--- config.mk ---
export PLATFORM = sky130hd
export DESIGN_NAME = complex_op_decoder_flat
export DESIGN_NICKNAME = d
export VERILOG_FILES = /design/src/rtl/complex_op_pkg.sv /design/src/rtl/complex_op_decoder_if.sv /design/src/rtl/complex_op_decoder.sv /design/src/flat_wrapper.sv
export SDC_FILE = /design/constraint.sdc
export NUM_CORES = 1
export LEC_CHECK = 0
export ABC_AREA = 1
export BUFFER_PORTS_ARGS = -buffer_cell sky130_fd_sc_hd__clkbuf_2
export CORE_MARGIN = 1
export CORE_UTILIZATION = 50
export DETAILED_ROUTE_END_ITERATION = 10
export HOLD_SLACK_MARGIN = 0.05
export PLACE_DENSITY = 0.78
export RECOVER_POWER = 100
export SYNTH_ARGS = -nofsm -noshare
export SYNTH_HDL_FRONTEND = slang
export SYNTH_SLANG_ARGS = --single-unit
--- constraint.sdc ---
create_clock -name clk -period 2.4 [get_ports clk]
set_input_delay 0.24 -clock clk [delete_from_list [all_inputs] [get_ports clk]]
set_output_delay 0.24 -clock clk [all_outputs]
set_load 0.01 [all_outputs]
--- src/rtl/complex_op_pkg.sv ---
// Shared definitions for the complex_op encoder/decoder path: default width,
// decoder FSM states and the golden encoder function.
package complex_op_pkg;

  localparam int COMPLEX_OP_WIDTH = 16;

  typedef enum logic [1:0] {
    IDLE = 2'd0,
    RUN  = 2'd1,
    DONE = 2'd2
  } cod_state_t;

  // Golden encoder: code = (d1 | d2) + d2, wrapping mod 2^WIDTH.
  function automatic logic [COMPLEX_OP_WIDTH-1:0] complex_op_ref(
    input logic [COMPLEX_OP_WIDTH-1:0] d1,
    input logic [COMPLEX_OP_WIDTH-1:0] d2
  );
    return (d1 | d2) + d2;
  endfunction

endpackage

--- src/rtl/complex_op_decoder_if.sv ---
// Valid/ready bundle between an encoded-word source and the complex_op decoder.
interface complex_op_decoder_if
  import complex_op_pkg::*;
#(
  parameter int WIDTH = COMPLEX_OP_WIDTH
);

  logic             in_valid;
  logic             in_ready;
  logic [WIDTH-1:0] code_in;
  logic [WIDTH-1:0] key_in;
  logic             out_valid;
  logic             out_ready;
  logic [WIDTH-1:0] data_out;
  logic [WIDTH-1:0] mask_out;
  logic             err_out;

  modport master (
    output in_valid, code_in, key_in, out_ready,
    input  in_ready, out_valid, data_out, mask_out, err_out
  );

  modport slave (
    input  in_valid, code_in, key_in, out_ready,
    output in_ready, out_valid, data_out, mask_out, err_out
  );

endinterface

--- src/rtl/complex_op_decoder.sv ---
// Bit-serial decoder for code = (d1 | d2) + d2: subtracts the key one bit per
// cycle, LSB first, recovering d1 & ~key and flagging codes no d1 could produce.
module complex_op_decoder
  import complex_op_pkg::*;
#(
  parameter  int WIDTH = COMPLEX_OP_WIDTH,
  localparam int CNT_W = $clog2(WIDTH)
) (
  input logic               clk,
  input logic               rst_n,
  complex_op_decoder_if.slave bus
);

  localparam logic [CNT_W-1:0] LAST_IDX = CNT_W'(WIDTH - 1);

  cod_state_t       state_q, state_d;
  logic [CNT_W-1:0] idx_q, idx_d;
  logic             borrow_q, borrow_d;
  logic [WIDTH-1:0] code_q, code_d;
  logic [WIDTH-1:0] key_q, key_d;
  logic [WIDTH-1:0] data_q, data_d;
  logic             err_q, err_d;
  logic [WIDTH-1:0] data_out_q, data_out_d;
  logic [WIDTH-1:0] mask_out_q, mask_out_d;
  logic             err_out_q, err_out_d;

  logic in_ready;
  logic code_bit, key_bit, diff_bit, borrow_next;

  assign in_ready = (state_q == IDLE) && rst_n;

  // One full-subtractor cell: code[i] - key[i] - borrow.
  assign code_bit    = code_q[idx_q];
  assign key_bit     = key_q[idx_q];
  assign diff_bit    = code_bit ^ key_bit ^ borrow_q;
  assign borrow_next = (~code_bit & (key_bit | borrow_q)) | (key_bit & borrow_q);

  always_comb begin
    // NOTE: every next-state signal takes its held value first, so no path
    // through the case below can leave one unassigned and infer a latch.
    state_d    = state_q;
    idx_d      = idx_q;
    borrow_d   = borrow_q;
    code_d     = code_q;
    key_d      = key_q;
    data_d     = data_q;
    err_d      = err_q;
    data_out_d = data_out_q;
    mask_out_d = mask_out_q;
    err_out_d  = err_out_q;

    unique case (state_q)
      IDLE: begin
        if (bus.in_valid && in_ready) begin
          code_d   = bus.code_in;
          key_d    = bus.key_in;
          idx_d    = '0;
          borrow_d = 1'b0;
          data_d   = '0;
          err_d    = 1'b0;
          state_d  = RUN;
        end
      end
      RUN: begin
        data_d[idx_q] = diff_bit & ~key_bit;
        err_d         = err_q | (key_bit & ~diff_bit);
        borrow_d      = borrow_next;
        idx_d         = idx_q + 1'b1;
        // The final borrow is simply dropped: that is the mod 2^WIDTH wrap.
        if (idx_q == LAST_IDX) begin
          data_out_d = data_d;
          mask_out_d = ~key_q;
          err_out_d  = err_d;
          state_d    = DONE;
        end
      end
      DONE: begin
        if (bus.out_ready) state_d = IDLE;
      end
      default: state_d = IDLE;
    endcase
  end

  // NOTE: state registers use non-blocking assignments so every flop samples
  // the pre-edge values computed above, independent of process ordering.
  always_ff @(posedge clk or negedge rst_n) begin
    if (!rst_n) begin
      state_q    <= IDLE;
      idx_q      <= '0;
      borrow_q   <= 1'b0;
      code_q     <= '0;
      key_q      <= '0;
      data_q     <= '0;
      err_q      <= 1'b0;
      data_out_q <= '0;
      mask_out_q <= '0;
      err_out_q  <= 1'b0;
    end else begin
      state_q    <= state_d;
      idx_q      <= idx_d;
      borrow_q   <= borrow_d;
      code_q     <= code_d;
      key_q      <= key_d;
      data_q     <= data_d;
      err_q      <= err_d;
      data_out_q <= data_out_d;
      mask_out_q <= mask_out_d;
      err_out_q  <= err_out_d;
    end
  end

  assign bus.in_ready  = in_ready;
  assign bus.out_valid = (state_q == DONE);
  assign bus.data_out  = data_out_q;
  assign bus.mask_out  = mask_out_q;
  assign bus.err_out   = err_out_q;

endmodule

--- src/flat_wrapper.sv ---
// flat-port wrapper written by rule: the top's interface ports become plain ports
module complex_op_decoder_flat import complex_op_pkg::*;
#(
  parameter  int WIDTH = COMPLEX_OP_WIDTH,
  localparam int CNT_W = $clog2(WIDTH)
)
  (clk, rst_n, bus_in_valid, bus_code_in, bus_key_in, bus_out_ready, bus_in_ready, bus_out_valid, bus_data_out, bus_mask_out, bus_err_out);
  complex_op_decoder_if #(.WIDTH(WIDTH)) bus_i ();
  input logic clk;
  input logic rst_n;
  input wire logic [$bits(bus_i.in_valid)-1:0] bus_in_valid;
  input wire logic [$bits(bus_i.code_in)-1:0] bus_code_in;
  input wire logic [$bits(bus_i.key_in)-1:0] bus_key_in;
  input wire logic [$bits(bus_i.out_ready)-1:0] bus_out_ready;
  output wire logic [$bits(bus_i.in_ready)-1:0] bus_in_ready;
  output wire logic [$bits(bus_i.out_valid)-1:0] bus_out_valid;
  output wire logic [$bits(bus_i.data_out)-1:0] bus_data_out;
  output wire logic [$bits(bus_i.mask_out)-1:0] bus_mask_out;
  output wire logic [$bits(bus_i.err_out)-1:0] bus_err_out;
  assign bus_i.in_valid = bus_in_valid;
  assign bus_i.code_in = bus_code_in;
  assign bus_i.key_in = bus_key_in;
  assign bus_i.out_ready = bus_out_ready;
  assign bus_in_ready = bus_i.in_ready;
  assign bus_out_valid = bus_i.out_valid;
  assign bus_data_out = bus_i.data_out;
  assign bus_mask_out = bus_i.mask_out;
  assign bus_err_out = bus_i.err_out;
  complex_op_decoder #(.WIDTH(WIDTH)) u_core (.clk(clk), .rst_n(rst_n), .bus(bus_i));
endmodule
# [Word-level counts from Yosys, hierarchy flattened]
# Index checks and enable logic that the tools add are counted.
[totals] latch_bits=0 mem_bits_ro=0 register_bits=89 mem_bits_rw=0 mem_count=0 elab_cells=59 input_bits=36
[op_classes] reduce_logical=9 n_lt_le_gt_ge=2 shifts=0 addsub=1 n_mul=0 n_mux=18 n_eq_ne=6 n_bitwise=13 n_div=0
[ops] operator="case mux 16 bit (2 select lines)" count=1
[ops] operator="bitwise mux 16 bit" count=1
[ops] operator="2-to-1 mux 16 bit" count=1
[ops] operator="NOT 16 bit" count=1
[ops] operator="binary-select mux 1 bit (select 4 bit)" count=2
[ops] operator="case mux 4 bit (2 select lines)" count=1
[ops] operator="2-to-1 mux 2 bit" count=3
[ops] operator="case mux 2 bit (3 select lines)" count=1
[ops] operator="AND reduction 2 bit" count=3
[ops] operator="< comparator 4 x 5 -> 1 bit, second input constant" count=1
[ops] operator="adder 4 x 1 -> 4 bit, second input constant" count=1
[ops] operator="AND 1 bit" count=4
[ops] operator="demux 1 bit (select 4 bit)" count=1
[ops] operator="== test 4 bit, second input constant" count=1
[ops] operator="greater-or-equal comparator 4 x 1 -> 1 bit, second input constant" count=1
[ops] operator="2-to-1 mux 1 bit" count=4
[ops] operator="2-to-1 mux 4 bit" count=1
[ops] operator="inequality test 2 bit, second input constant" count=2
[ops] operator="case mux 1 bit (2 select lines)" count=2
[ops] operator="logical AND 1 bit" count=3
[ops] operator="NOT 1 bit" count=3
[ops] operator="OR 1 bit" count=3
[ops] operator="AND reduction 3 bit" count=1
[ops] operator="== test 2 x 1 -> 1 bit, second input constant" count=1
[ops] operator="other kinds (5)" count=6

# [Depth between registers and ports, before layout]
[depth] ltp_word=8 ltp_mapped=17 depth_no_buf=14

# [Least setup slack after synthesis]
# OpenSTA, ideal clock, no wires.
[synth_path] path_type="register to register" from="reg u_core.idx_q[0]" to="reg u_core.data_out_q[3] (netlist: u_core.bus.data_out[3])" setup_time_ps=118 required_time_ps=2282 stages_incl_launch_ff=16 period_less_slack_ps=2428 arrival_ps=2310 path_buffers=4 setup_slack_ps=-28 cell_sequence="dfrtp_1 > buf_6 > inv_4 > buf_12 > clkbuf_1 > nor2_1 > o22ai_1 > a22o_1 > nor2_1 > fa_1 > inv_1 > nand2_4 > buf_12 > nand2_4 > nand3_1 > nand2_1"
[synth_between] elab_chain_cells=6 elab_cells_between_ends=16 classes_between="2 x order compare; 1 x eq/ne; 7 x mux; 4 x bitwise; 2 x reduce/logical"
[synth_lines] item="start, declared" line="complex_op_decoder.sv:17" source="logic [CNT_W-1:0] idx_q, idx_d;"
[synth_lines] item="start signal, assigned" line="complex_op_decoder.sv:100" source="idx_q <= idx_d;"
[synth_lines] item="binary-select mux 1 bit (select 4 bit), on equally long branches" line="complex_op_decoder.sv:33, complex_op_decoder.sv:34"
[synth_lines] item="2-to-1 mux 1 bit, on equally long branches" line="complex_op_decoder.sv:33, complex_op_decoder.sv:34"
[synth_lines] item="XOR 1 bit (2 in a row)" line="complex_op_decoder.sv:35" source="assign diff_bit = code_bit ^ key_bit ^ borrow_q;"
[synth_lines] item="AND 1 bit" line="complex_op_decoder.sv:65" source="data_d[idx_q] = diff_bit & ~key_bit;"
[synth_lines] item="bitwise mux 16 bit" line="complex_op_decoder.sv:65"
[synth_lines] item="end signal, assigned" line="complex_op_decoder.sv:106" source="data_out_q <= data_out_d;"
[synth_lines] item="end, declared" line="complex_op_decoder.sv:23" source="logic [WIDTH-1:0] data_out_q, data_out_d;"
# Parallel ways exist; a longest one is shown, timed or not. The select of a mux whose other input is x is not followed.
# A chain may end at the register's enable or synchronous reset.

# [Worst setup path in the final report]
[layout_path] from="reg u_core.idx_q[0]" to="reg u_core.data_out_q[10] (netlist: u_core.bus.data_out[10])"
# Same word-level chain as after synthesis.

==> flow_summary.toml <==
[critical_path]
worstSetupPathType = "reg2reg"
start_kind = "register"
r2r_cells = 15
r2r_slack_ns = 0.13
path_buf_inv = 4
worstPathCellList = "inv_6 > nand2_1 > nand3_1 > nand2_1 > nand2_1 > nand2_2 > nor2_4 > inv_2 > fa_1 > inv_2 > nand2_4 > buf_12 > nand2_4 > nand3_1 > nand2_1"
path_max_fanout = 17
path_delay_family = "simple AND/OR/NAND/NOR gates"
critical_path.max_stage_delay_ns = 0.54
crit_required_ns = 2.65
worstPathArrival_ns = 2.52
crit_top_cell = "nand2_1"
end_kind = "register"
r2r_start = "u_core.idx_q[0]$_DFFE_PN0P_"
r2r_end = "u_core.bus.data_out[10]$_DFFE_PN0P_"
critPathSlowestCell = "fa_1"

[floorplanning]
core_um2 = 7850
dieArea_um2 = 8640
start_util = 0.527
die_w_um = 92.9
die_y_um = 92.9
ios = 71
rows = 32

[pwr]
p_total_mw = 7.32
pwr-share-seq = 0.352
power_frac_clock = 0.159
p_comb_frac = 0.489
power.leakage_nw = 2.55
power_density_nw_per_um2 = 1520
p_sw_mw = 3.09
swShare = 0.423
power.internal_mw = 4.22
ir_worst_vdd_v = 0.000753

[cells_and_area]
fin_area_um2 = 4810
area_delta_synth_final_pct = 16.3
register_area_um2 = 2200
drive_gt1_frac = 0.185
multi_input_area_um2 = 1650
layout.nets = 608
num-fill-cells = 706
antennaDiodeCount = 0
post-route-util = 0.613

[logic_synthesis]
syn_area_um2 = 4140
synthTopCellsByArea = "dfrtp_1 53%, nand2_1 17%, o21ai_0 5.2%, nand3_1 4.5%, nand2_4 3.0%"
ys_seq_area_frac = 0.533
synth_flop_cell = "dfrtp_1"
yosys-top-cells-count = "183 x nand2_1, 88 x dfrtp_1, 43 x o21ai_0"
synth_cell_type_count = 29
synth_seq_cells = 88
yosysMostFrequentCell = "nand2_1"
async_flop_share = 1.00
synth_nets = 533
yosys_warnings = 0
synth_edf_count = 0
yosysTopAreaCellShare = 0.533
avgSynthCellArea_um2 = 8.40
yosysTopAreaCell = "dfrtp_1"
syn_inst = 492

[route]
drc_errors = 0
detail_route.iter0.violations = 159
viasPerCell = 5.03
wirelength_um = 8800
ant_nets = 0
first_pass_iters = 4
wire_per_inst_um = 13.1
route.vias.total = 3387

[timing]
max_freq_mhz = 440
slew_headroom = 0.248
rsz0062_at_grt = "yes"
tns_ns = 0
finalMaxSlewViolations = 0
period_share = 0.947
hold_viol = 0
setup_viol = 0
worst_slew_pin_slew_ns = 1.13
period_minus_slack_ns = 2.27
fin_skew_ns = 0.00952

[clocking]
root_buffer = "clkbuf_8"
cts_tree = "done"
cts_sinks = 88
clk_pin_slew_ns = 0.09
numCtsBuffers = 9
htree_num_levels = 3
clockBufferDepth = 2
clk_latency_ns = 0.36

[outcome]
run_status = "finished clean"

[hold_path]
hp-start = "bus_code_in[3]"
min_to = "u_core.code_q[3]$_DFFE_PN0P_"
hold_class = "in2reg"
hold_depth = 3

[grt]
grt_pass1_wl_um = 14900
grt_use_total = 0.222
grt_pass1_vias = 3191
antenna_found_initial = 0
grt_max_degree = 51
overflow = 0

[placed_design]
dpl_cell_area_um2 = 4590
place.gp.congestion = 0.778
port_buffers = 70
dp_hpwl_um = 5950

[job]
cap_viol_max_count = 0
per-layer routing:
layer | track usage | wire [um]
met2 | 0.333 | 3950
met1 | 0.317 | 4230
met4 | 0.0987 | 153
met5 | 0 | 0
met3 | 0.0353 | 465
cells in the final DEF (no fill, tap or decap), drive strengths merged, types with 4 or more instances in the layout:
cell type,instances
buf,13
dfrtp,88
clkbuf,82
nand3,39
inv,36
nand2,198
nor2,31
o22ai,4
ha,4
o21ai,43
or2,15
final cells by class:
type                       count  area share
timing repair buffer          87      0.0957
clock inverter                 6      0.0190
sequential                    88       0.458
tap                          102      0.0265
inverter                      36      0.0297
clock buffer                  10      0.0286
multi-input combinational    345       0.342
metrics by stage:
stage / std cells / hold WS [ns] / setup slack (ns)
floorplan: 492 / -0.0556 / 0.0472
global placement: 655 / 0.390 / 0.0398
detailed placement: 655 / 0.397 / -0.0330
CTS: 673 / 0.0555 / 0.0218
global route: 674 / 0.0758 / -0.00715
finish: 674 / 0.0693 / 0.126
state kept, by name (all words and copies together), names as in the netlist:
name / cells
u_core.borrow_q: 1
u_core.data_q: 15
u_core.bus.err_out: 1
u_core.key_q: 16
u_core.err_q: 1
u_core.idx_q: 4
u_core.code_q: 16
u_core.bus.mask_out: 16
u_core.state_q: 2
u_core.bus.data_out: 16
how the worst max path moves through the flow:
stage	to	cells past startpoint	from	slack (ns)
after floorplan	u_core.data_q[7]$_DFFE_PN0P_	15	u_core.idx_q[0]$_DFFE_PN0P_	0.05
after global placement	u_core.bus.data_out[7]$_DFFE_PN0P_	15	u_core.idx_q[0]$_DFFE_PN0P_	0.04
after detailed placement	u_core.bus.data_out[4]$_DFFE_PN0P_	14	u_core.idx_q[1]$_DFFE_PN0P_	-0.03
after CTS	u_core.bus.data_out[11]$_DFFE_PN0P_	15	u_core.idx_q[0]$_DFFE_PN0P_	0.02
after global routing	u_core.bus.data_out[4]$_DFFE_PN0P_	15	u_core.idx_q[0]$_DFFE_PN0P_	-0.007
final	u_core.bus.data_out[10]$_DFFE_PN0P_	15	u_core.idx_q[0]$_DFFE_PN0P_	0.13
kinds of logic (layout without fill, tap and decap cells):
family,count (synthesis),after routing,share of synthesized area
AND/OR/NAND/NOR,285,285,0.308
flip-flops,88,88,0.533
buffers and inverters,59,139,0.0702
AO/OA/AOI/OAI,55,55,0.0726
adder cells (fa/ha/maj),5,5,0.0169
power groups by stage:
stage	clock network [mW]	logic [mW]	registers, mW
after global placement	0	3.36	2.56
final	1.16	3.58	2.58
after global routing	1.24	3.97	2.65
after detailed placement	0	3.46	2.58
after floorplan	0	2.53	2.59
after CTS	1.18	3.51	2.56
what timing repair did:
action	4_1_cts	5_1_grt
buffers inserted	0	1
resized for setup	3	10
setup endpoints to repair	14	18
pin swaps	0	1
hold endpoints to repair	89	0
hold buffers	2	0
tightest hold or removal path, delay by kind of cell:
family        cells  cell delay (ns)
simple gates      2             0.08
buf+inv           1             0.07
(Power assumes the default switching activity.)
